`src/rtl/ide_fifo_arbiter.sv`:
```
// ide_fifo_arbiter: shares the IDE PIO data bus between the read-data and
// write-data FIFO channels, one fixed-length burst at a time, with a guard
// gap after each burst.
//
//   state    | meaning
//   ---------+-------------------------------------------------------------
//   IDLE     | bus free, waiting for rd_ok / wr_ok
//   GRANT_RD | read channel owns the bus, counting word strobes
//   GRANT_WR | write channel owns the bus, counting word strobes
//   GUARD    | post-burst dead time, both grants low
module ide_fifo_arbiter #(
  parameter int          SECTOR_WORDS  = 256,
  parameter logic [12:0] RD_HIGH_WATER = 13'd3000,
  parameter int          GUARD_CYCLES  = 3
) (
  input  logic        clk,
  input  logic        nRST,
  input  logic        rd_req,
  input  logic [12:0] rd_fifo_usedw,
  input  logic        wr_req,
  input  logic [12:0] wr_fifo_usedw,
  input  logic        word_stb,
  output logic        grant_rd,
  output logic        grant_wr,
  output logic        sector_done,
  output logic        busy,
  output logic        stray_err,
  output logic [15:0] sector_cnt
);

  localparam int               CW         = $clog2(SECTOR_WORDS + 1);
  localparam logic [CW-1:0]    LAST_WORD  = CW'(SECTOR_WORDS - 1);
  localparam logic [CW-1:0]    FULL_WORDS = CW'(SECTOR_WORDS);
  localparam logic [3:0]       GUARD_LOAD = 4'(GUARD_CYCLES - 1);

  typedef enum logic [1:0] {
    IDLE     = 2'd0,
    GRANT_RD = 2'd1,
    GRANT_WR = 2'd2,
    GUARD    = 2'd3
  } state_t;

  state_t          state;
  logic [CW-1:0]   word_cnt;
  logic [3:0]      guard_cnt;
  logic            last_owner;   // 1 = write channel held the last grant
  logic            armed;        // holds off grants for the first edge after reset
  logic            rd_ok;
  logic            wr_ok;
  logic            pick_rd;

  assign rd_ok   = rd_req && (rd_fifo_usedw < RD_HIGH_WATER);
  assign wr_ok   = wr_req && (32'(wr_fifo_usedw) >= 32'(SECTOR_WORDS));
  // On a tie the channel that did not own the last burst wins.
  assign pick_rd = rd_ok && (!wr_ok || last_owner);

  // Bus ownership FSM with burst word counter and guard down-counter.
  always_ff @(posedge clk or negedge nRST) begin
    if (!nRST) begin
      state       <= IDLE;
      grant_rd    <= 1'b0;
      grant_wr    <= 1'b0;
      sector_done <= 1'b0;
      busy        <= 1'b0;
      sector_cnt  <= 16'd0;
      word_cnt    <= '0;
      guard_cnt   <= 4'd0;
      last_owner  <= 1'b1;
      armed       <= 1'b0;
    end else begin
      armed       <= 1'b1;
      sector_done <= 1'b0;
      case (state)
        IDLE: begin
          if (armed && pick_rd) begin
            state      <= GRANT_RD;
            grant_rd   <= 1'b1;
            busy       <= 1'b1;
            word_cnt   <= '0;
            last_owner <= 1'b0;
          end else if (armed && wr_ok) begin
            state      <= GRANT_WR;
            grant_wr   <= 1'b1;
            busy       <= 1'b1;
            word_cnt   <= '0;
            last_owner <= 1'b1;
          end
        end
        GRANT_RD, GRANT_WR: begin
          if (word_stb) begin
            if (word_cnt == LAST_WORD) begin
              state       <= GUARD;
              grant_rd    <= 1'b0;
              grant_wr    <= 1'b0;
              sector_done <= 1'b1;
              sector_cnt  <= sector_cnt + 16'd1;
              guard_cnt   <= GUARD_LOAD;
              word_cnt    <= FULL_WORDS;
            end else begin
              word_cnt <= word_cnt + 1'b1;
            end
          end
        end
        GUARD: begin
          if (guard_cnt == 4'd0) begin
            state <= IDLE;
            busy  <= 1'b0;
          end else begin
            guard_cnt <= guard_cnt - 4'd1;
          end
        end
        default: begin
          state    <= IDLE;
          grant_rd <= 1'b0;
          grant_wr <= 1'b0;
          busy     <= 1'b0;
        end
      endcase
    end
  end

  // Sticky flag for strobes arriving while neither channel owns the bus.
  always_ff @(posedge clk or negedge nRST) begin
    if (!nRST) begin
      stray_err <= 1'b0;
    end else if (word_stb && !grant_rd && !grant_wr) begin
      stray_err <= 1'b1;
    end
  end

endmodule

```
`config.mk`:
```
export PLATFORM = sky130hd
export DESIGN_NAME = ide_fifo_arbiter
export DESIGN_NICKNAME = d
export VERILOG_FILES = /design/src/rtl/ide_fifo_arbiter.sv
export SDC_FILE = /design/constraint.sdc
export NUM_CORES = 1
export LEC_CHECK = 0
export ABC_AREA = 0
export BUFFER_PORTS_ARGS = -buffer_cell sky130_fd_sc_hd__buf_2
export CAP_MARGIN = 20
export CELL_PAD_IN_SITES_DETAIL_PLACEMENT = 0
export CELL_PAD_IN_SITES_GLOBAL_PLACEMENT = 2
export CORE_MARGIN = 3
export CORE_UTILIZATION = 35
export DETAILED_ROUTE_END_ITERATION = 6
export GPL_TIMING_DRIVEN = 1
export PLACE_DENSITY = 0.94
export SLEW_MARGIN = 0
export SYNTH_ARGS = -nofsm -noshare
export SYNTH_HDL_FRONTEND = slang
export SYNTH_SLANG_ARGS = --single-unit
```
`constraint.sdc`:
```
create_clock -name clk -period 5.6 [get_ports clk]
set_input_delay 0.28 -clock clk [delete_from_list [all_inputs] [get_ports clk]]
set_output_delay 0.28 -clock clk [all_outputs]
set_load 0.005 [all_outputs]
```
# [Yosys cells after proc, flatten, opt, wreduce, memory -nomap -nowiden]
# Cells that the tools add are included.
[word_totals] ff_bits=38 latchBits=0 mem_bits_rw=0 rom_bits=0 in_bits=31 wordCells=83 n_memories=0
[op_classes] n_addsub=3 multipliers=0 div=0 order_cmp=2 n_eq_ne=12 shift=0 muxes=29 bitwise=0 reduce_logical=26
[ops] cell="$mux 9" count=4
[ops] cell="$pmux 9 s2" count=1
[ops] cell="$add 16x1->16 const B" count=1
[ops] cell="$ne 2x2->1 const B" count=7
[ops] cell="$ge 13x9->1 const B" count=1
[ops] cell="$lt 13x12->1 const B" count=1
[ops] cell="$mux 4" count=3
[ops] cell="$reduce_and 4->1" count=3
[ops] cell="$mux 1" count=11
[ops] cell="$mux 2" count=5
[ops] cell="$add 9x1->9 const B" count=1
[ops] cell="$eq 9x8->1 const B" count=1
[ops] cell="$reduce_and 3->1" count=3
[ops] cell="$pmux 4 s2" count=1
[ops] cell="$reduce_bool 2->1" count=4
[ops] cell="$logic_and 1x1->1" count=7
[ops] cell="$pmux 1 s2" count=3
[ops] cell="$pmux 2 s3" count=1
[ops] cell="$reduce_and 5->1" count=1
[ops] cell="$eq 2x2->1 const B" count=2
[ops] cell="$logic_not 4->1" count=1
[ops] cell="$sub 4x1->4 const B" count=1
[ops] cell="$logic_not 1->1" count=3
[ops] cell="$ne 3x3->1 const B" count=1
[ops] cell="5 further kinds" count=5

# [Longest topological paths before layout]
# Gate-level depths: netlist of run 1.
[logic_depth] word_depth=8 depth_mapped=11 depth_no_buf=10

# [Worst setup path before layout of run 1]
# OpenSTA, ideal clock, no wires.
[synth_path] path_type="register to register" startpoint="register word_cnt[0]" endpoint="register sector_cnt[13]" t_arrival_ns=2.085 required_ns=5.477 setup_slack_ns=3.392 path_stages_with_launch=12 path_buffers=1 period_less_slack_ns=2.208 path_cell_list="dfrtp_1 ha_1 nand3_1 nor2_1 and3_1 ha_1 and3_1 clkbuf_2 nand4_1 nor3_2 nand3_1 xnor2_1"
[synth_between] elab_chain_len=2
[synth_rtl] element="from (decl)" line="44" rtl="logic [CW-1:0] word_cnt;"
[synth_rtl] element="from (signal assigned)" line="100" rtl="word_cnt <= word_cnt + 1'b1;"
[synth_rtl] element="$eq 9x8->1" line="91" rtl="if (word_cnt == LAST_WORD) begin"
[synth_rtl] element="$reduce_and 3->1 (no source line)"
[synth_rtl] element="to (signal assigned)" line="96" rtl="sector_cnt <= sector_cnt + 16'd1;"
[synth_rtl] element="to (decl)" line="28" rtl="output logic [15:0] sector_cnt"
# No other way between the ends.
# A chain may end at the register's enable or synchronous reset.

# [Final worst setup path of run 1]
# Ends and elaborated chain as after synthesis.

==> run summary, run 1 <==
The flow ran to the end, and the final reports show no timing, DRC or antenna violations. The final sum of negative setup slack is 0 ns. Global routing used 16.8% of the available met1 tracks. The worst path buffer plus inverter count came out at 0. The maximum number of buffers from clock root to sink came out at 2. The total number of placement rows came out at 27. The floorplan die width is 84.0 um. The starting utilization of the core area came out at 37.5%.

Dividing the detail-routed wire length by the instance count gives 13.7 um. The share of the Yosys chip area taken by registers is 44.8%. The maximum number of pins on one net before global-route repair came out at 39.

Along the worst path, the maximum fanout reaches 13. The number of nets still failing antenna checks after routing came out at 0. The cell family contributing the most delay on the critical path is simple AND/OR/NAND/NOR gates. The highest clock rate came out at 352 MHz. Walking the worst path, the cells encountered are ha_1, nand3_1, nor2_1, and3_1, ha_1, and3_1, nand4_1, nor3_2, nand3_1, xnor2_1. Headroom to the max-slew limit came out at 43.4%. The worst-case register-to-register setup slack is 2.76 ns. The clock period minus final worst setup slack is 2.84 ns. The largest stage delay on the critical path came out at 0.42 ns. The total nets after synthesis is 245. For this run the aggregate overflow at the end of global routing stands at 0. The routed layout has 1661 vias. The HPWL after detailed placement is 3280 um. The area growth from synthesis to layout is 17.1%. Leaving out fill and tap cells, the most frequent cell in the layout is buf_2. The total detailed-routing wirelength came out at 4400 um. The via count of the first global-routing pass came to 1694. The clock insertion delay at the later pin of the skew report came out at 0.29 ns.

Clock skew on the completed layout was measured at 0.00652 ns. The number of design-rule violations left by the first detailed-router iteration is 87. The buffer cell driving the clock tree root is clkbuf_8. The H-tree depth came out at 2.

The remaining routing DRC violations came out at 0. The cell area after synthesis is 2130 um2. The critical path is of the flip-flop to flip-flop type. The total I/O pin count came out at 52. The length in cells of the worst reg-to-reg path is 10. The final estimated routing congestion in global placement is 0.774. The logic depth of the worst setup path including buffers came out at 10. Of the available clock period, the critical path in the final layout requires 50.7%. The number of warning messages in the yosys log came out at 0. Leaving out fill and tap cells, the most frequent cells in the layout are buf_2 (40), dfrtp_1 (37), nand2_1 (25). The overall global routing resource usage is 13.4%. The number of instances in the synthesized netlist is 206. On the critical path, the stage with the largest delay is an instance of ha_1. The global-route met2 utilization is 22.4%. The number of enable flip-flop cells after synthesis came out at 0. In this run the worst setup path begins at word_cnt[0]$_DFFE_PN0P_. The pre-antenna-repair detailed-routing pass consisted of 4 iterations. The average vias per placed instance is 5.16.

The critical path required time came out at 5.78 ns. The net count reported at finish came out at 288. The average size of a mapped cell came out at 10.3 um2. The layer flagged by global routing as most heavily used is met2. The pin slew with the least headroom to its limit is 0.849 ns. The count of unique library cells instantiated by Yosys came out at 55.

Synthesis inferred 38 register bits. At the end of the flow the core is filled with cells to 43.9%. The clock input transition at the sequential cells of the worst setup and hold paths came out at 0.07 ns. The number of antenna cells inserted came out at 0. The core outline area is 5680 um2.

TritonCTS created 5 clock buffers. The number of pins with negative max-slew slack in the final report came out at 0. Buffers inserted to repair hold after CTS numbered 0. In this run the worst hold path is classified as input port to asynchronous set/reset pin.

The met3 track demand over resource is 2.76%. The worst setup path is captured at a flip-flop. The async set-or-reset flop fraction in the synthesized netlist came out at 100%. Post-CTS repair changed the size of 0 cells. The first-pass GRT wire length came out at 7820 um. TritonCTS built the clock tree.

The number of endpoints with negative hold slack in the final report is 0. The endpoint of the worst-slack reg-to-reg timing path is sector_cnt[13]$_DFFE_PN0P_. The endpoint arrival time on the critical path came out at 3.02 ns. The overall die area came out at 7050 um2.

The worst setup path is launched from a flip-flop. The worst reg2reg path startpoint is word_cnt[0]$_DFFE_PN0P_. The most critical setup path has its endpoint at sector_cnt[13]$_DFFE_PN0P_. The power density relative to cell area is 431 nW/um2. Setup violations remaining at the end of the flow were counted as 0.

The number of maximum-capacitance violations is 0. The peak supply drop came out at 0.241 mV. Setup repair after global routing left no endpoint under its margin.

Summed over all cells, the static leakage comes to 1.18 nW. The die span in y came out at 84.0 um. The number of port buffers came out at 40. Buffers added to address setup during post-CTS repair amount to 0. The fraction of final layout cells with drive strength greater than 1 came out at 24.8%. The initial antenna violation count is 0. The sink count of the clock tree is 38. The most instantiated flip-flop cell in the synthesis netlist is dfrtp_1.
## routing by layer
| layer | wire length [um] | vias to the layer above | part of all wire (%) |
|---|---|---|---|
| met1 | 2140 | 803 | 49 |
| met4 | 66 | 0 | 1.5 |
| met2 | 2100 | 15 | 48 |
| li1 | - | 838 | - |
| met5 | 0 | - | 0 |
| met3 | 98 | 5 | 2.2 |
## metrics by stage
step	hold WS, ns	setup slack [ns]	instances	instance area [um2]	power, mW
final	0.0878	2.76	322	2490	1.07
after CTS	0.121	2.74	322	2490	1.09
after detailed placement	0.440	2.76	314	2400	0.885
after global routing	0.170	2.47	322	2490	1.17
after floorplan	-0.0156	3.39	206	2130	0.762
after global placement	0.439	2.78	314	2400	0.876
## area by class of cell
type | instances | area, um2
Clock buffer | 7 | 86.3
Inverter | 7 | 26.3
Fill cell | 569 | 3190
Timing Repair Buffer | 40 | 200
Sequential cell | 38 | 952
Clock inverter | 1 | 5.00
Multi-Input combinational cell | 157 | 1130
Tap cell | 72 | 90.1
## synthesized netlist by cell type, types with 4 or more instances
cell type  number  area [um2]
inv_1           7        26.3
xor2_1          6        52.6
xnor2_1         9        78.8
o21ai_0         7        35.0
nor2b_1         4        25.0
o2bb2ai_1       4        35.0
a21oi_1         4        20.0
nor2_1         16        60.1
nand3_1         8        40.0
and2_1          4        25.0
nand2_1        25        93.8
dfrtp_1        37         926
ha_1            8         100
and3_1          6        37.5
a31oi_1         4        25.0
## flip-flops by register name, indices dropped and copies added, names as in the netlist
name and flops:
last_owner 1, grant_wr 1, busy 1, grant_rd 1, guard_cnt 4, state 2, sector_cnt 16, word_cnt 9
stray_err 1, armed 1, sector_done 1
## worst min path at each step
stage,startpoint,end,slack (ns),cells after the start
CTS,nRST,busy$_DFFE_PN0P_,0.12,1
finish,nRST,busy$_DFFE_PN0P_,0.09,1
detailed placement,nRST,busy$_DFFE_PN0P_,0.44,1
floorplan,nRST,armed$_DFF_PN0_,-0.02,0
global route,nRST,sector_cnt[9]$_DFFE_PN0P_,0.17,1
global placement,stray_err$_DFFE_PN0P_,stray_err$_DFFE_PN0P_,0.44,1
## report_power, final
part	leakage [nW]	internal, mW	switching [mW]
clock	0.0482	0.0993	0.0961
combinational	0.656	0.209	0.264
sequential	0.473	0.343	0.0618
## cell families after synthesis
| logic type | share of synthesized area, % |
|---|---|
| simple gates | 21.3 |
| compound gates | 17.6 |
| flops | 44.8 |
| xor+xnor | 6.18 |
| buf+inv | 2.12 |
| fa+ha+maj | 4.71 |
| mux | 3.18 |
| other cells | 0.176 |
(Power assumes the default switching activity.)
==> inputs of run 2 (changes only) <==
--- a/config.mk
+++ b/config.mk
@@ -11,10 +11,10 @@
 export CELL_PAD_IN_SITES_DETAIL_PLACEMENT = 0
 export CELL_PAD_IN_SITES_GLOBAL_PLACEMENT = 2
 export CORE_MARGIN = 3
-export CORE_UTILIZATION = 35
+export CORE_UTILIZATION = 33
 export DETAILED_ROUTE_END_ITERATION = 6
 export GPL_TIMING_DRIVEN = 1
-export PLACE_DENSITY = 0.94
+export PLACE_DENSITY = 0.9
 export SLEW_MARGIN = 0
 export SYNTH_ARGS = -nofsm -noshare
 export SYNTH_HDL_FRONTEND = slang
==> constraint.sdc (replaced) <==
create_clock -name clk -period 2.9 [get_ports clk]
set_input_delay 0.145 -clock clk [delete_from_list [all_inputs] [get_ports clk]]
set_output_delay 0.145 -clock clk [all_outputs]
set_load 0.005 [all_outputs]
==> run summary, run 2 (synthesis gave the netlist of run 1 again) <==
The via count of the first global-routing pass came to 1688 (-0.35%). The post-layout worst setup margin came out at 0.429 ns (-2.33 ns). The number of pins with negative max-slew slack in the final report came out at 0 (unchanged). The critical path in this run is classified as flip-flop to flip-flop. The average wire length per cell after detail routing came out at 13.9 um (+1.6%). The largest fanout of any net on the critical path came out at 4 (-9). On the critical path, the stage with the largest delay is an instance of dfrtp_1. The final sum of negative setup slack is 0 ns (unchanged).

The die span in y is 86.3 um (+2.8%). CTS placed an instance of clkbuf_8 at the clock tree root. The logic depth of the worst setup path including buffers was 10 (unchanged).

The pin slew with the least headroom to its limit came out at 0.847 ns (-0.00118 ns). The length in cells of the worst reg-to-reg path is 10 (unchanged). The clock period minus final worst setup slack came out at 2.47 ns (-0.366 ns). The total detailed-routing wirelength came out at 4540 um (+3.2%).

The post-cts gate resize count is 0 (unchanged). STA classifies the critical path startpoint as a flip-flop. The number of port buffers is 40 (unchanged).

The total congestion overflow is 0 (unchanged). The total power consumption of the routed design came to 2.18 mW (+100%). The largest stage delay on the critical path is 0.40 ns (-0.02 ns).

The remaining routing DRC violations was 0 (unchanged). The path class of the lowest-slack min-delay path is input port to flip-flop. The fraction of final layout cells with drive strength greater than 1 came out at 25.4% (+0.60 points). The average vias per placed instance came to 5.20 (+0.84%). The number of endpoints with negative hold slack in the final report came out at 0 (unchanged). The H-tree depth is 2 (unchanged). The endpoint arrival time on the critical path came out at 2.65 ns (-0.37 ns). The worst setup skew after layout is 0.00376 ns (-0.00276 ns). The total I/O pin count is 52 (unchanged). The clock insertion delay at the later pin of the skew report is 0.28 ns (about the same).

The peak supply drop came out at 0.315 mV (+31%). In this run the worst setup path terminates at sector_cnt[13]$_DFFE_PN0P_. The final estimated routing congestion in global placement is 0.748 (-3.3%).

The estimated wirelength of the detail-placed design came out at 3420 um (+4.2%). The number of stages on the worst hold path is 2. The flow ran to the end, and the final reports show no timing, DRC or antenna violations. Ranked by flip-flop count, first place goes to sector_cnt. The worst-case register-to-register setup slack came to 0.43 ns (-2.33 ns).

The number of design-rule violations left by the first detailed-router iteration came out at 106 (+22%). The number of maximum-capacitance violations was 0 (unchanged). The net count reported at finish came out at 291 (+1.0%). In the final layout, the registers with the most flip-flops are sector_cnt x16, word_cnt x9, guard_cnt x4. The signal on the critical path passes through ha_1, nand3_1, nor2_1, and3_1, ha_1, and3_1, nand4_1, nor3_2, nand3_1, xnor2_1.

The maximum number of pins on one net before global-route repair is 39 (unchanged). The post-route core utilization is 41.7% (-2.2 points). The initial antenna violation count is 0 (unchanged).

The overall via count from detail_route came out at 1701 (+2.4%). The static leakage came to 1.20 nW (+2.0%). The number of nets still failing antenna checks after routing is 0 (unchanged). The core outline area came out at 6100 um2 (+7.4%). The starting utilization of the core area came out at 34.9% (-2.6 points).

The total number of placement rows came out at 28 (+3.7%). The highest clock rate is 405 MHz (+15%). The first-pass GRT wire length came out at 8040 um (+2.8%). Leaving out fill and tap cells, the most frequent cell in the layout is buf_2.

The power density relative to cell area came to 860 nW/um2 (+100%). In this run the critical register-to-register path is captured at sector_cnt[13]$_DFFE_PN0P_. The total of endpoints with negative setup slack in the final report was 0 (unchanged). The startpoint identified for the worst register-to-register timing path is word_cnt[0]$_DFFE_PN0P_. The maximum number of buffers from clock root to sink is 2 (unchanged). The top cell types in the final layout, fill and taps aside, are buf_2 (40), dfrtp_1 (37), nand2_1 (25). The clock input transition at the sequential cells of the worst setup and hold paths came out at 0.07 ns (about the same). The pre-CTS worst setup slack came to 0.421 ns (-2.34 ns). The critical path required time is 3.08 ns (-2.70 ns). The kind of end point of the critical path is a flip-flop. The CTS tree is built. The number of antenna cells inserted is 0 (unchanged). Setup repair after global routing left no endpoint under its margin. The flip-flop count of the largest register, all copies and words added is 16 (unchanged).

The TritonCTS buffer count came out at 5 (unchanged). The worst path buffer plus inverter count came to 0 (unchanged). The total iterations of the first detailed-routing run came out at 4 (unchanged). The headroom to the max-slew limit is 43.5% (+0.079 points). The most critical setup path has its startpoint at word_cnt[0]$_DFFE_PN0P_. The area growth from synthesis to final layout is 19.4%.

The final clock period utilization by the worst path was 85.2% (+35 points). The sink count of the clock tree came out at 38 (unchanged). The floorplan die width is 86.3 um (+2.8%). The overall die area came out at 7450 um2 (+5.6%). On the critical path the largest part of the delay comes from simple AND/OR/NAND/NOR gates. The overall global routing resource usage was 13.4% (about the same).
==> run 2: cell types whose count changed in the layout (fill, tap and decap cells not counted) <==
cell and delta:
clkinv_2 -1, dlygate4sd3_1 +1, buf_4 +2, bufinv_16 +1
clkbuf_1 -1
==> run 2: how the worst min path moves through the flow <==
stage / from / endpoint / slack, ns
after global placement: nRST / sector_cnt[15]$_DFFE_PN0P_ / 0.31
after CTS: word_stb / stray_err$_DFFE_PN0P_ / 0.14
after floorplan: nRST / armed$_DFF_PN0_ / -0.15
final: word_stb / stray_err$_DFFE_PN0P_ / 0.15
after detailed placement: nRST / sector_cnt[15]$_DFFE_PN0P_ / 0.31
after global routing: word_stb / stray_err$_DFFE_PN0P_ / 0.16
==> run 2: per-stage QoR <==
| stage | instance area, um2 | hold slack [ns] | std cells |
|---|---|---|---|
| floorplan | 2130 | -0.151 | 206 |
| global placement | 2420 | 0.310 | 319 |
| detailed placement | 2420 | 0.313 | 319 |
| CTS | 2540 | 0.142 | 327 |
| global route | 2540 | 0.161 | 327 |
| finish | 2540 | 0.150 | 327 |
==> run 2: worst reg2reg max path, delay by kind of cell (launching register included) <==
kind / cells / cell delay [ns]
XOR/XNOR: 1 / 0.13
adder cells (fa/ha/maj): 2 / 0.36
flip-flops: 1 / 0.40
AND/OR/NAND/NOR: 7 / 1.48
==> run 2: repair_timing <==
action	in CTS	in global routing
hold buffers	1	0
setup buffers	0	0
endpoints found under the hold margin	11	0
==> run 2: layout make-up <==
cell class | instances | area (um2)
Fill cell | 632 | 3560
Inverter | 7 | 26.3
Timing Repair Buffer | 43 | 225
Tap cell | 75 | 93.8
Multi-Input combinational cell | 157 | 1130
Sequential cell | 38 | 952
Clock inverter | 1 | 30.0
Clock buffer | 6 | 82.6
==> run 2: where the power goes <==
part	internal [mW]	switching, mW	leakage (nW)
Sequential	0.663	0.121	0.473
Clock	0.275	0.182	0.0573
Combinational	0.420	0.525	0.671
==> run 2: layer usage <==
layer / track usage (%) / wire [um] / share of wire [%] / up-vias
met4: 3.82 / 62 / 1.4 / 0
li1: - / - / - / 843
met3: 3.04 / 146 / 3.2 / 7
met2: 22.0 / 2160 / 48 / 25
met5: 0 / 0 / 0 / -
met1: 17.9 / 2170 / 48 / 826
==> inputs of run 3 (changes only) <==
--- a/config.mk
+++ b/config.mk
@@ -12,6 +12,7 @@
 export CELL_PAD_IN_SITES_GLOBAL_PLACEMENT = 2
 export CORE_MARGIN = 3
 export CORE_UTILIZATION = 33
+export CTS_BUF_LIST = sky130_fd_sc_hd__clkbuf_16
 export DETAILED_ROUTE_END_ITERATION = 6
 export GPL_TIMING_DRIVEN = 1
 export PLACE_DENSITY = 0.9
==> run summary, run 3 (synthesis gave the netlist of run 1 again) <==
The final estimated routing congestion in global placement came to 0.748 (unchanged). The worst register-to-register path begins at word_cnt[0]$_DFFE_PN0P_. Compared with the post-synthesis result, the final layout area differs by 21.1%.

The net count reported at finish came out at 290 (-0.34%). The final design area excluding fillers came to 2580 um2 (+1.4%). The worst setup skew after layout came out at 0.00245 ns (-0.00131 ns). Setup repair after global routing left no endpoint under its margin.

The power density relative to cell area is 904 nW/um2 (+5.1%). The overall via count from detail_route was 1697 (-0.24%). The via count of the first global-routing pass is 1687 (-0.059%). The clock insertion delay at the later pin of the skew report came to 0.28 ns (about the same).

The total detailed-routing wirelength is 4570 um (+0.64%). The average wire length per cell after detail routing is 14.0 um (+0.95%). The die span in y is 86.3 um (unchanged). The register bank with the most flops is sector_cnt. The slowest stage of the critical path is the dfrtp_1 cell. The overall global routing resource usage is 13.5% (+0.020 points). The total congestion overflow came out at 0 (unchanged). The endpoint arrival time on the critical path came out at 2.64 ns (about the same).

The pin slew with the least headroom to its limit is 0.852 ns (+0.00487 ns). The largest registers in the layout are sector_cnt x16, word_cnt x9, guard_cnt x4. The total number of placement rows came out at 28 (unchanged). The initial antenna violation count came out at 0 (unchanged).

The number of pins with negative max-slew slack in the final report is 0 (unchanged). The total iterations of the first detailed-routing run is 4 (unchanged). The estimated wirelength of the detail-placed design is 3420 um (unchanged).

The core outline area is 6100 um2 (unchanged). In this run the critical register-to-register path is captured at sector_cnt[13]$_DFFE_PN0P_. The number of nets still failing antenna checks after routing is 0 (unchanged). The total I/O pin count is 52 (unchanged).

In this run the worst hold path is classified as input port to asynchronous set/reset pin. The largest fanout of any net on the critical path is 4 (unchanged). The static leakage was 1.22 nW (+1.3%). The post-cts gate resize count was 0 (unchanged).

The peak supply drop came out at 0.323 mV (+2.5%). The highest clock rate came out at 404 MHz (-0.24%). The sink count of the clock tree is 38 (unchanged).

The root buffer cell chosen for the clock tree is clkbuf_16. The first-pass GRT wire length is 8020 um (-0.26%). The number of filler instances in the final layout came out at 629 (-0.47%). The length in cells of the worst reg-to-reg path came out at 10 (unchanged).

The most critical setup path has its endpoint at sector_cnt[13]$_DFFE_PN0P_. The total of endpoints with negative setup slack in the final report came out at 0 (unchanged). The type of the worst setup path is flip-flop to flip-flop. The area taken by flip-flops and latches is 952 um2 (unchanged). The critical path launch point is word_cnt[0]$_DFFE_PN0P_. The instance area at placement came to 2420 um2 (unchanged). STA classifies the critical path startpoint as a flip-flop. The post-layout worst setup margin came out at 0.423 ns (-0.00599 ns). The worst hold slack after final layout was -0.0245 ns (-0.174 ns). The remaining routing DRC violations came to 0 (unchanged). The CTS tree is built. The maximum number of buffers from clock root to sink was 2 (unchanged). The TritonCTS buffer count is 5 (unchanged). The checks that failed: hold timing. The overall die area is 7450 um2 (unchanged). The floorplan die width is 86.3 um (unchanged). The number of endpoints with negative hold slack in the final report came to 37 (+37).

The number of cells in the design after placement came to 319 (unchanged). The number of maximum-capacitance violations is 0 (unchanged). The H-tree depth came to 2 (unchanged). The post-layout instance count excluding filler cells is 326 (-0.31%). The pre-CTS worst setup slack is 0.421 ns (unchanged). The largest stage delay on the critical path is 0.40 ns (about the same). The maximum number of pins on one net before global-route repair is 39 (unchanged). The signal on the critical path passes through ha_1, nand3_1, nor2_1, and3_1, ha_1, and3_1, nand4_1, nor3_2, nand3_1, xnor2_1.

The total power consumption of the routed design came out at 2.33 mW (+6.6%). The starting utilization of the core area was 34.9% (unchanged). The average vias per placed instance came to 5.21 (about the same).

The number of design-rule violations left by the first detailed-router iteration came to 124 (+17%). The headroom to the max-slew limit came out at 43.2% (-0.32 points). The number of setup buffers added after CTS is 0 (unchanged).

The library cell used most frequently in the layout, excluding fill and tap cells, is buf_2. The final clock period utilization by the worst path came to 85.4% (+0.21 points). The number of antenna cells inserted is 0 (unchanged). The final sum of negative setup slack came to 0 ns (unchanged). The critical path required time is 3.06 ns (-0.02 ns). The worst setup path is captured at a flip-flop. The clock input transition at the sequential cells of the worst setup and hold paths came to 0.05 ns (-0.02 ns). The run finished, with violations left. The worst-case register-to-register setup slack came out at 0.42 ns (about the same). The flip-flop count of the largest register, all copies and words added came to 16 (unchanged).

The hold buffer count at cts was 0 (-1). The multi-input gate area in the final layout is 1130 um2 (unchanged). The clock period minus final worst setup slack was 2.48 ns (+0.00599 ns).

The number of port buffers was 40 (unchanged). The fraction of final layout cells with drive strength greater than 1 is 25.1% (-0.30 points). In the layout the commonest cells are buf_2 (40), dfrtp_1 (37), nand2_1 (25).
run 3: how the worst min path moves through the flow:
| stage | startpoint | endpoint | slack, ns | cells past startpoint |
|---|---|---|---|---|
| final | nRST | sector_cnt[13]$_DFFE_PN0P_ | -0.02 | 1 |
| after floorplan | nRST | armed$_DFF_PN0_ | -0.15 | 0 |
| after global placement | nRST | sector_cnt[15]$_DFFE_PN0P_ | 0.31 | 1 |
| after detailed placement | nRST | sector_cnt[15]$_DFFE_PN0P_ | 0.31 | 1 |
| after CTS | nRST | sector_cnt[15]$_DFFE_PN0P_ | 0.02 | 1 |
| after global routing | nRST | sector_cnt[13]$_DFFE_PN0P_ | 0.06 | 1 |
run 3: per-layer routing:
layer	track usage [%]	up-vias	wire (um)	part of all wire, %
met5	0	-	0	0
met1	17.6	822	2140	47
met4	4.25	0	72	1.6
met3	3.04	6	144	3.2
li1	-	844	-	-
met2	22.2	25	2210	48
run 3: critical path, delay by kind of cell, from the launching register on:
kind,cells,cell delay [ns]
xor+xnor,1,0.13
fa+ha+maj,2,0.36
flops,1,0.40
simple gates,7,1.47
run 3: layout make-up:
class / instances / share of cell area (%)
clock buffers: 5 / 4.86
clock inverters: 2 / 1.31
inverters: 7 / 1.02
multi-input cells: 157 / 43.9
flip-flops and latches: 38 / 37.0
well taps: 75 / 3.64
repair buffers: 42 / 8.35
run 3: power breakdown:
| group | switching [mW] | internal, mW | leakage [nW] |
|---|---|---|---|
| logic | 0.528 | 0.419 | 0.666 |
| registers | 0.120 | 0.664 | 0.473 |
| clock network | 0.200 | 0.397 | 0.0773 |
| total | 0.848 | 1.48 | 1.22 |
run 3: through the flow:
| step | hold slack (ns) | util [%] |
|---|---|---|
| after CTS | 0.0157 | 42.3 |
| after detailed placement | 0.313 | 39.7 |
| after global routing | 0.0574 | 42.3 |
| after global placement | 0.310 | 39.7 |
| after floorplan | -0.151 | - |
| final | -0.0245 | 42.3 |
